<file path="config.mk">
export PLATFORM = sky130hd
export DESIGN_NAME = pll_rst_seq
export DESIGN_NICKNAME = d
export VERILOG_FILES = /design/src/rtl/pll_rst_seq_pkg.sv /design/src/rtl/pll_rst_seq_sync2.sv /design/src/rtl/pll_rst_seq.sv
export SDC_FILE = /design/constraint.sdc
export NUM_CORES = 1
export LEC_CHECK = 0
export CAP_MARGIN = 10
export CORE_UTILIZATION = 35
export CTS_CLUSTER_DIAMETER = 100
export DETAILED_ROUTE_END_ITERATION = 8
export PLACE_DENSITY_LB_ADDON = 0.2
export SLEW_MARGIN = 30
export SYNTH_ARGS = -nofsm -noshare
export SYNTH_HDL_FRONTEND = slang
export SYNTH_SLANG_ARGS = --single-unit
</file>
<file path="constraint.sdc">
create_clock -name clkin -period 4.4 [get_ports clkin]
set_input_delay 1.1 -clock clkin [delete_from_list [all_inputs] [get_ports clkin]]
set_output_delay 1.1 -clock clkin [all_outputs]
set_load 0.02 [all_outputs]
</file>
<file path="src/rtl/pll_rst_seq_pkg.sv">
// Shared types for the PLL reset sequencer: state encoding and its width.
package pll_rst_seq_pkg;

  localparam int STATE_W = 3;

  typedef enum logic [STATE_W-1:0] {
    PLLRST   = 3'd0,
    WAITLOCK = 3'd1,
    STABLE   = 3'd2,
    RUN      = 3'd3,
    FAIL     = 3'd4
  } state_t;

endpackage

</file>
<file path="src/rtl/pll_rst_seq_sync2.sv">
// Two-flop synchronizer bringing the PLL lock flag into the clkin domain.
module sync2 (
  input  logic clkin,
  input  logic reset_n,
  input  logic d,
  output logic q
);

  logic meta;

  // Two back-to-back flops; both are cleared by reset so lock reads low afterwards.
  always_ff @(posedge clkin or negedge reset_n) begin
    if (!reset_n) begin
      meta <= 1'b0;
      q    <= 1'b0;
    end else begin
      meta <= d;
      q    <= meta;
    end
  end

endmodule

</file>
<file path="src/rtl/pll_rst_seq.sv">
// PLL bring-up sequencer: holds the PLL in reset, waits for lock with a
// bounded number of retries, qualifies lock stability, then releases the
// system reset. Gives up into FAIL until rearmed.
//
// state    | meaning
// ---------+-----------------------------------------------------------
// PLLRST   | PLL reset asserted for PLL_RST_CYCLES cycles
// WAITLOCK | PLL released, waiting up to LOCK_TIMEOUT cycles for lock
// STABLE   | lock seen, must stay high STABLE_CYCLES cycles
// RUN      | system reset released, ready high
// FAIL     | retries exhausted, PLL held in reset until rearm
module pll_rst_seq #(
  parameter int PLL_RST_CYCLES = 16,
  parameter int LOCK_TIMEOUT   = 24000,
  parameter int STABLE_CYCLES  = 2400,
  parameter int MAX_RETRY      = 7
) (
  input  logic       clkin,
  input  logic       reset_n,
  input  logic       lock,
  input  logic       rearm,
  output logic       pll_reset,
  output logic       sys_rst_n,
  output logic       ready,
  output logic       fail,
  output logic [3:0] retry_cnt
);

  import pll_rst_seq_pkg::*;

  localparam int MAX_A   = (PLL_RST_CYCLES > LOCK_TIMEOUT) ? PLL_RST_CYCLES : LOCK_TIMEOUT;
  localparam int MAX_CYC = (MAX_A > STABLE_CYCLES) ? MAX_A : STABLE_CYCLES;
  localparam int CNT_W   = (MAX_CYC > 1) ? $clog2(MAX_CYC) : 1;

  localparam logic [CNT_W-1:0] RST_LAST  = CNT_W'(PLL_RST_CYCLES - 1);
  localparam logic [CNT_W-1:0] LOCK_LAST = CNT_W'(LOCK_TIMEOUT - 1);
  localparam logic [CNT_W-1:0] STAB_LAST = CNT_W'(STABLE_CYCLES - 1);
  localparam logic [CNT_W-1:0] CNT_ONE   = CNT_W'(1);
  localparam logic [3:0]       RETRY_MAX = 4'(MAX_RETRY);

  state_t           state, state_nx;
  logic [CNT_W-1:0] cnt, cnt_nx;
  logic [3:0]       retry_nx;
  logic             lock_s;

  sync2 u_sync2 (
    .clkin   (clkin),
    .reset_n (reset_n),
    .d       (lock),
    .q       (lock_s)
  );

  // Next-state, shared counter and retry bookkeeping. Every state change
  // clears cnt so each state times itself from zero; lock loss is tested
  // before any terminal count so it always wins a tie.
  always_comb begin
    state_nx = state;
    cnt_nx   = cnt + CNT_ONE;
    retry_nx = retry_cnt;
    unique case (state)
      PLLRST: begin
        if (cnt == RST_LAST) begin
          state_nx = WAITLOCK;
          cnt_nx   = '0;
        end
      end
      WAITLOCK: begin
        if (lock_s) begin
          state_nx = STABLE;
          cnt_nx   = '0;
        end else if (cnt == LOCK_LAST) begin
          cnt_nx = '0;
          if (retry_cnt == RETRY_MAX) begin
            state_nx = FAIL;
          end else begin
            state_nx = PLLRST;
            retry_nx = retry_cnt + 4'd1;
          end
        end
      end
      STABLE: begin
        if (!lock_s) begin
          state_nx = WAITLOCK;
          cnt_nx   = '0;
        end else if (cnt == STAB_LAST) begin
          state_nx = RUN;
          cnt_nx   = '0;
          retry_nx = '0;
        end
      end
      RUN: begin
        cnt_nx = '0;
        if (!lock_s) state_nx = PLLRST;
      end
      FAIL: begin
        cnt_nx = '0;
        if (rearm) begin
          state_nx = PLLRST;
          retry_nx = '0;
        end
      end
      default: begin
        state_nx = PLLRST;
        cnt_nx   = '0;
        retry_nx = '0;
      end
    endcase
  end

  // State register with outputs decoded from next state, so they move on the
  // same edge as the state itself.
  always_ff @(posedge clkin or negedge reset_n) begin
    if (!reset_n) begin
      state     <= PLLRST;
      cnt       <= '0;
      retry_cnt <= '0;
      pll_reset <= 1'b1;
      sys_rst_n <= 1'b0;
      ready     <= 1'b0;
      fail      <= 1'b0;
    end else begin
      state     <= state_nx;
      cnt       <= cnt_nx;
      retry_cnt <= retry_nx;
      pll_reset <= (state_nx == PLLRST) || (state_nx == FAIL);
      sys_rst_n <= (state_nx == RUN);
      ready     <= (state_nx == RUN);
      fail      <= (state_nx == FAIL);
    end
  end

endmodule
</file>
# Word-level counts from Yosys, hierarchy flattened
# Index checks and enable logic that the tools add are counted.
# totals
ff_bits	27
input_bits	4
out_inout_bits	8
word_cells	54
# classes
add_sub_neg	2
n_eq_ne	16
muxes	22
bitwise_logic	1
reduce_logical	5
# ops
operator	n
$mux W15	5
$pmux W15 S3	1
$mux W3	8
$mux W4	6
$pmux W4 S4	1
$add A15 B1 Y15 const B	1
$eq A15 B12 Y1 const B	1
$eq A15 B15 Y1 const B	1
$eq A15 B4 Y1 const B	1
$pmux W3 S5	1
$ne A2 B2 Y1 const B	5
$eq A3 B2 Y1 const B	3
$reduce_and A7 Y1	1
$eq A3 B3 Y1 const B	2
$logic_not A3 Y1	2
$add A4 B1 Y4 const B	1
$eq A4 B3 Y1 const B	1
$eq A3 B1 Y1 const B	1
$ne A2 B1 Y1 const B	1
$reduce_or A2 Y1	1
$logic_or A1 B1 Y1	1
$not A1 Y1	1

# Depth between registers and ports, before layout
# logic_depth
ltp_word	7
depth_mapped	7

# By module
# Synthesis repeated with hierarchy kept, for this count alone.
# hier_totals
hier_cells	153
hier_area_um2	1529.0
# modules_own_cells
module	n_inst	cells_per_inst	area_each_um2	seq_area_each_um2
pll_rst_seq	1	151	1478.9	626.9
sync2	1	2	50.0	50.0

# Least setup slack after synthesis
# Ideal clock, no wire load.
# synth_timing
path_kind	reg2reg
start	register cnt[0]
end	register cnt[0]
arrival_time_ns	1.817
t_required_ns	4.267
slack_ns	2.450
stages_incl_launch_ff	8
n_path_buf	2
path_cell_list	dfrtp_1 ha_1 buf_2 nand3_1 or4_1 a22oi_2 buf_2 a21oi_1
# synth_via
elab_chain_cells	4
# synth_lines
item	line	source
start, declared	pll_rst_seq.sv:42	logic [CNT_W-1:0] cnt, cnt_nx;
start signal, assigned	pll_rst_seq.sv:123	cnt <= cnt_nx;
$add A15 B1 Y15, or another cell as far along	pll_rst_seq.sv:58	cnt_nx = cnt + CNT_ONE;
$mux W15, on equally long branches	pll_rst_seq.sv:85, pll_rst_seq.sv:71	
$mux W15, on equally long branches	pll_rst_seq.sv:82, pll_rst_seq.sv:68	
$pmux W15 S3 *	pll_rst_seq.sv:60	unique case (state)
net cnt_nx[0]	pll_rst_seq.sv:42	
# Mark *: on every way through the listed nets, which the timed path passes. The rest lies on a longest branch.
# A chain may end at the register's enable or synchronous reset.

# Worst setup path after layout
# layout_timing
start	register pll_reset
end	output pll_reset
# layout_rtl
item	line	source
start, declared	pll_rst_seq.sv:22	output logic pll_reset,
start signal, assigned	pll_rst_seq.sv:125	pll_reset <= (state_nx == PLLRST) || (state_nx == FAIL);
# No word-level cell between the ends.

==> impl_metrics.csv <==
group,metric,value,unit
sta,setup_violations,0,
synthesis,synth_edf_count,0,
finish,antenna_cells,0,
power,p_per_area,401,mW/mm²
placement,gp_congestion,0.724,
sta,max_freq,401,MHz
global_routing,grt_pass1_wl,4950,µm
synthesis,ys_warn_count,0,
synthesis,synthCells,148,
setup_path,critPathTopFamily,"buffers and inverters",
min_path,min_from,"u_sync2.meta$_DFF_PN0_",
floorplan,die_h,66.9,µm
power,p_leak,0.698,nW
floorplan,rows,23,
sta,tns,0,ns
sta,grt_setup_unrepaired,"false",
global_routing,first_global_vias,1081,
setup_path,cp_max_fo,1,
synthesis,netlist.top_cell.by_area,"dfrtp_1",
power,p_total,0.661,mW
finish,multi_input_area,737,µm²
synthesis,synthArstFlopShare,100,%
sta,finalHoldViolCount,0,
floorplan,start_util,36.6,%
finish,regArea,677,µm²
sta,skew,0.00906,ns
setup_path,path_cells,"clkdlybuf4s50_1",
sta,worst_slack,1.91,ns
status,status,"finished clean",
setup_path,critPathBufInv,1,
synthesis,seq_area_frac_synth,46.0,%
clock_network,clock_sinks,27,
placement,pre_cts_ws,1.93,ns
setup_path,slowest_stage,"clkdlybuf4s50_1",
clock_network,cts-htree-levels,1,
synthesis,synthTopCellsByArea,"dfrtp_1, a21oi_1, xor2_1",
floorplan,die_width,66.9,µm
min_path,hp-class,"flip-flop to flip-flop",
setup_path,reg2reg_slack,2.03,ns
setup_path,critPathLaunchType,"flip-flop",
routing,drt_iter0_markers,59,
routing,drtPass1Iterations,4,
routing,via_per_inst,5.67,
setup_path,critical_path_class,"flip-flop to output pin",
sta,min_period_over_period,56.6,%
floorplan,io_pins,12,
job,maxCapViolations,0,
synthesis,synth_top_family_by_area,"simple AND/OR/NAND/NOR gates",
clock_network,hold_buffers,0,
synthesis,synth_fp_nets,154,
setup_path,end_kind,"output pin",
global_routing,grt_start_max_net_pins,28,
synthesis,synth_common_cells,"dfrtp_1, a21oi_1, nand3_1, nand4_1, xor2_1",
placement,dpl.hpwl,2080,µm
global_routing,grt_usage,14.6,%
routing,vias,1168,
synthesis,synth_fa_ha_area_share,1.70,%
synthesis,synthMuxAreaShare,0,%
floorplan,die_area,0.00447,mm²
synthesis,synth.most_common_cell,"dfrtp_1",
synthesis,synth.avg_cell_area,9.95,µm²
routing,ant_nets,0,
setup_path,crit_arrival,1.39,ns
synthesis,synth_top_area_share,44.2,%
finish,fill_cells,422,
synthesis,synth_flop_cell,"dfrtp_1",
routing,wire_per_inst,14.6,µm
power,vdd.ir_drop.worst,0.000320,V
clock_network,post_cts_resized,0,
global_routing,antenna_found_initial,0,
sta,worst_slew_pin_slew,0.689,ns
floorplan,core,0.00403,mm²
sta,layout_min_cycle_time,2.49,ns
clock_network,cts_max_path_buffers,2,
sta,slew_violations,0,
setup_path,r2r-start,"cnt[0]$_DFF_PN0_",
synthesis,synthSimpleGateAreaFrac,25.7,%
synthesis,synth_compound_area_share,16.1,%
synthesis,ys_ff_latch,27,
synthesis,synth_area,0.00147,mm²
clock_network,clk_pin_slew,0.10,ns
clock_network,cts_buffers,3,
synthesis,synth_xor_area_share,6.54,%
sta,slew_headroom,54.1,%
global_routing,grt_overflow,0,
setup_path,crit_start,"pll_reset$_DFF_PN1_",
finish,nets,163,
clock_network,cts_setup_buffers,0,
clock_network,cts_tree,"built",
placement,port_buffers,11,
clock_network,insertion_delay,0.27,ns
synthesis,ys_types,43,
routing,drc,0,
routing,routed_wl,3010,µm
finish,layout-drive-gt1-share,5.77,%
setup_path,max_stage_delay,0.59,ns
clock_network,cts-root-buf,"clkbuf_8",
setup_path,worst-endpoint-required,3.30,ns
finish,syn2layout_area_growth,12.1,%
## layer usage
layer  wire length, µm  track usage [%]  up-vias
li1                  -                -      577
met1              1400             17.7      577
met2              1510             26.1       12
met3                81             3.60        2
met4                21             2.39        0
met5                 0                0        -
## worst paths after layout
path	to	cells after the start
worst max-delay path	pll_reset	1
max in group asynchronous	pll_reset$_DFF_PN1_	2
worst min-delay path	u_sync2.q$_DFF_PN0_	0
min in group asynchronous	retry_cnt[1]$_DFFE_PN0P_	2
worst min register to register	u_sync2.q$_DFF_PN0_	0
worst max register to register	cnt[12]$_DFF_PN0_	5
## layout by cell type (no fill, tap or decap), types with 2 or more instances in the layout
cell	netlist	routed
dfrtp_1	26	26
nor2_1	5	5
a22oi_1	2	2
or4_1	2	2
ha_1	2	2
inv_1	3	3
xnor2_1	3	3
nor4_1	4	4
nor2b_1	2	2
nor3b_1	3	3
and4_1	3	3
nand2_1	7	7
a31o_2	2	2
nor3_1	3	3
a221o_1	2	2
o211a_1	3	3
xor2_1	8	8
o21ai_0	5	5
nor4b_1	2	2
nand3_1	8	8
nand4_1	8	8
clkbuf_8	1	3
clkdlybuf4s50_1	0	11
or3_1	3	3
and3_1	3	3
and2_1	2	2
a21oi_1	15	15
## cells by family after synthesis
kind of cell	after synthesis
AND/OR/NAND/NOR	62
AO/OA/AOI/OAI	35
flip-flops	27
XOR/XNOR	11
buffers and inverters	11
adder cells (fa/ha/maj)	2
## through the flow
| stage | area (µm²) | cells | utilization (%) | hold WS, ns |
|---|---|---|---|---|
| 4_1_cts | 1650 | 206 | 41.0 | 0.364 |
| 5_1_grt | 1650 | 206 | 41.0 | 0.371 |
| 3_3_place_gp | 1610 | 202 | 39.8 | 0.332 |
| 3_5_place_dp | 1610 | 202 | 39.8 | 0.342 |
| 2_1_floorplan | 1470 | 148 | - | 0.331 |
| 6_report | 1650 | 206 | 41.0 | 0.359 |
## registers in the layout (all words and copies together) (netlist names)
register	cells
fail	1
ready	1
u_sync2.q	1
state	3
retry_cnt	4
pll_reset	1
u_sync2.meta	1
cnt	15
## cell type report
class	count	share of cell area [%]
inverter	3	0.682
timing repair buffer	12	7.13
tap	50	3.79
multi-input combinational	110	44.7
clock buffer	4	2.73
sequential	27	41.0
## power by group
part           switching [mW]  internal, mW
Clock                  0.0792        0.0649
Combinational           0.115        0.0765
Sequential             0.0424         0.283
Note: power is estimated with default switching activity, not from simulation.
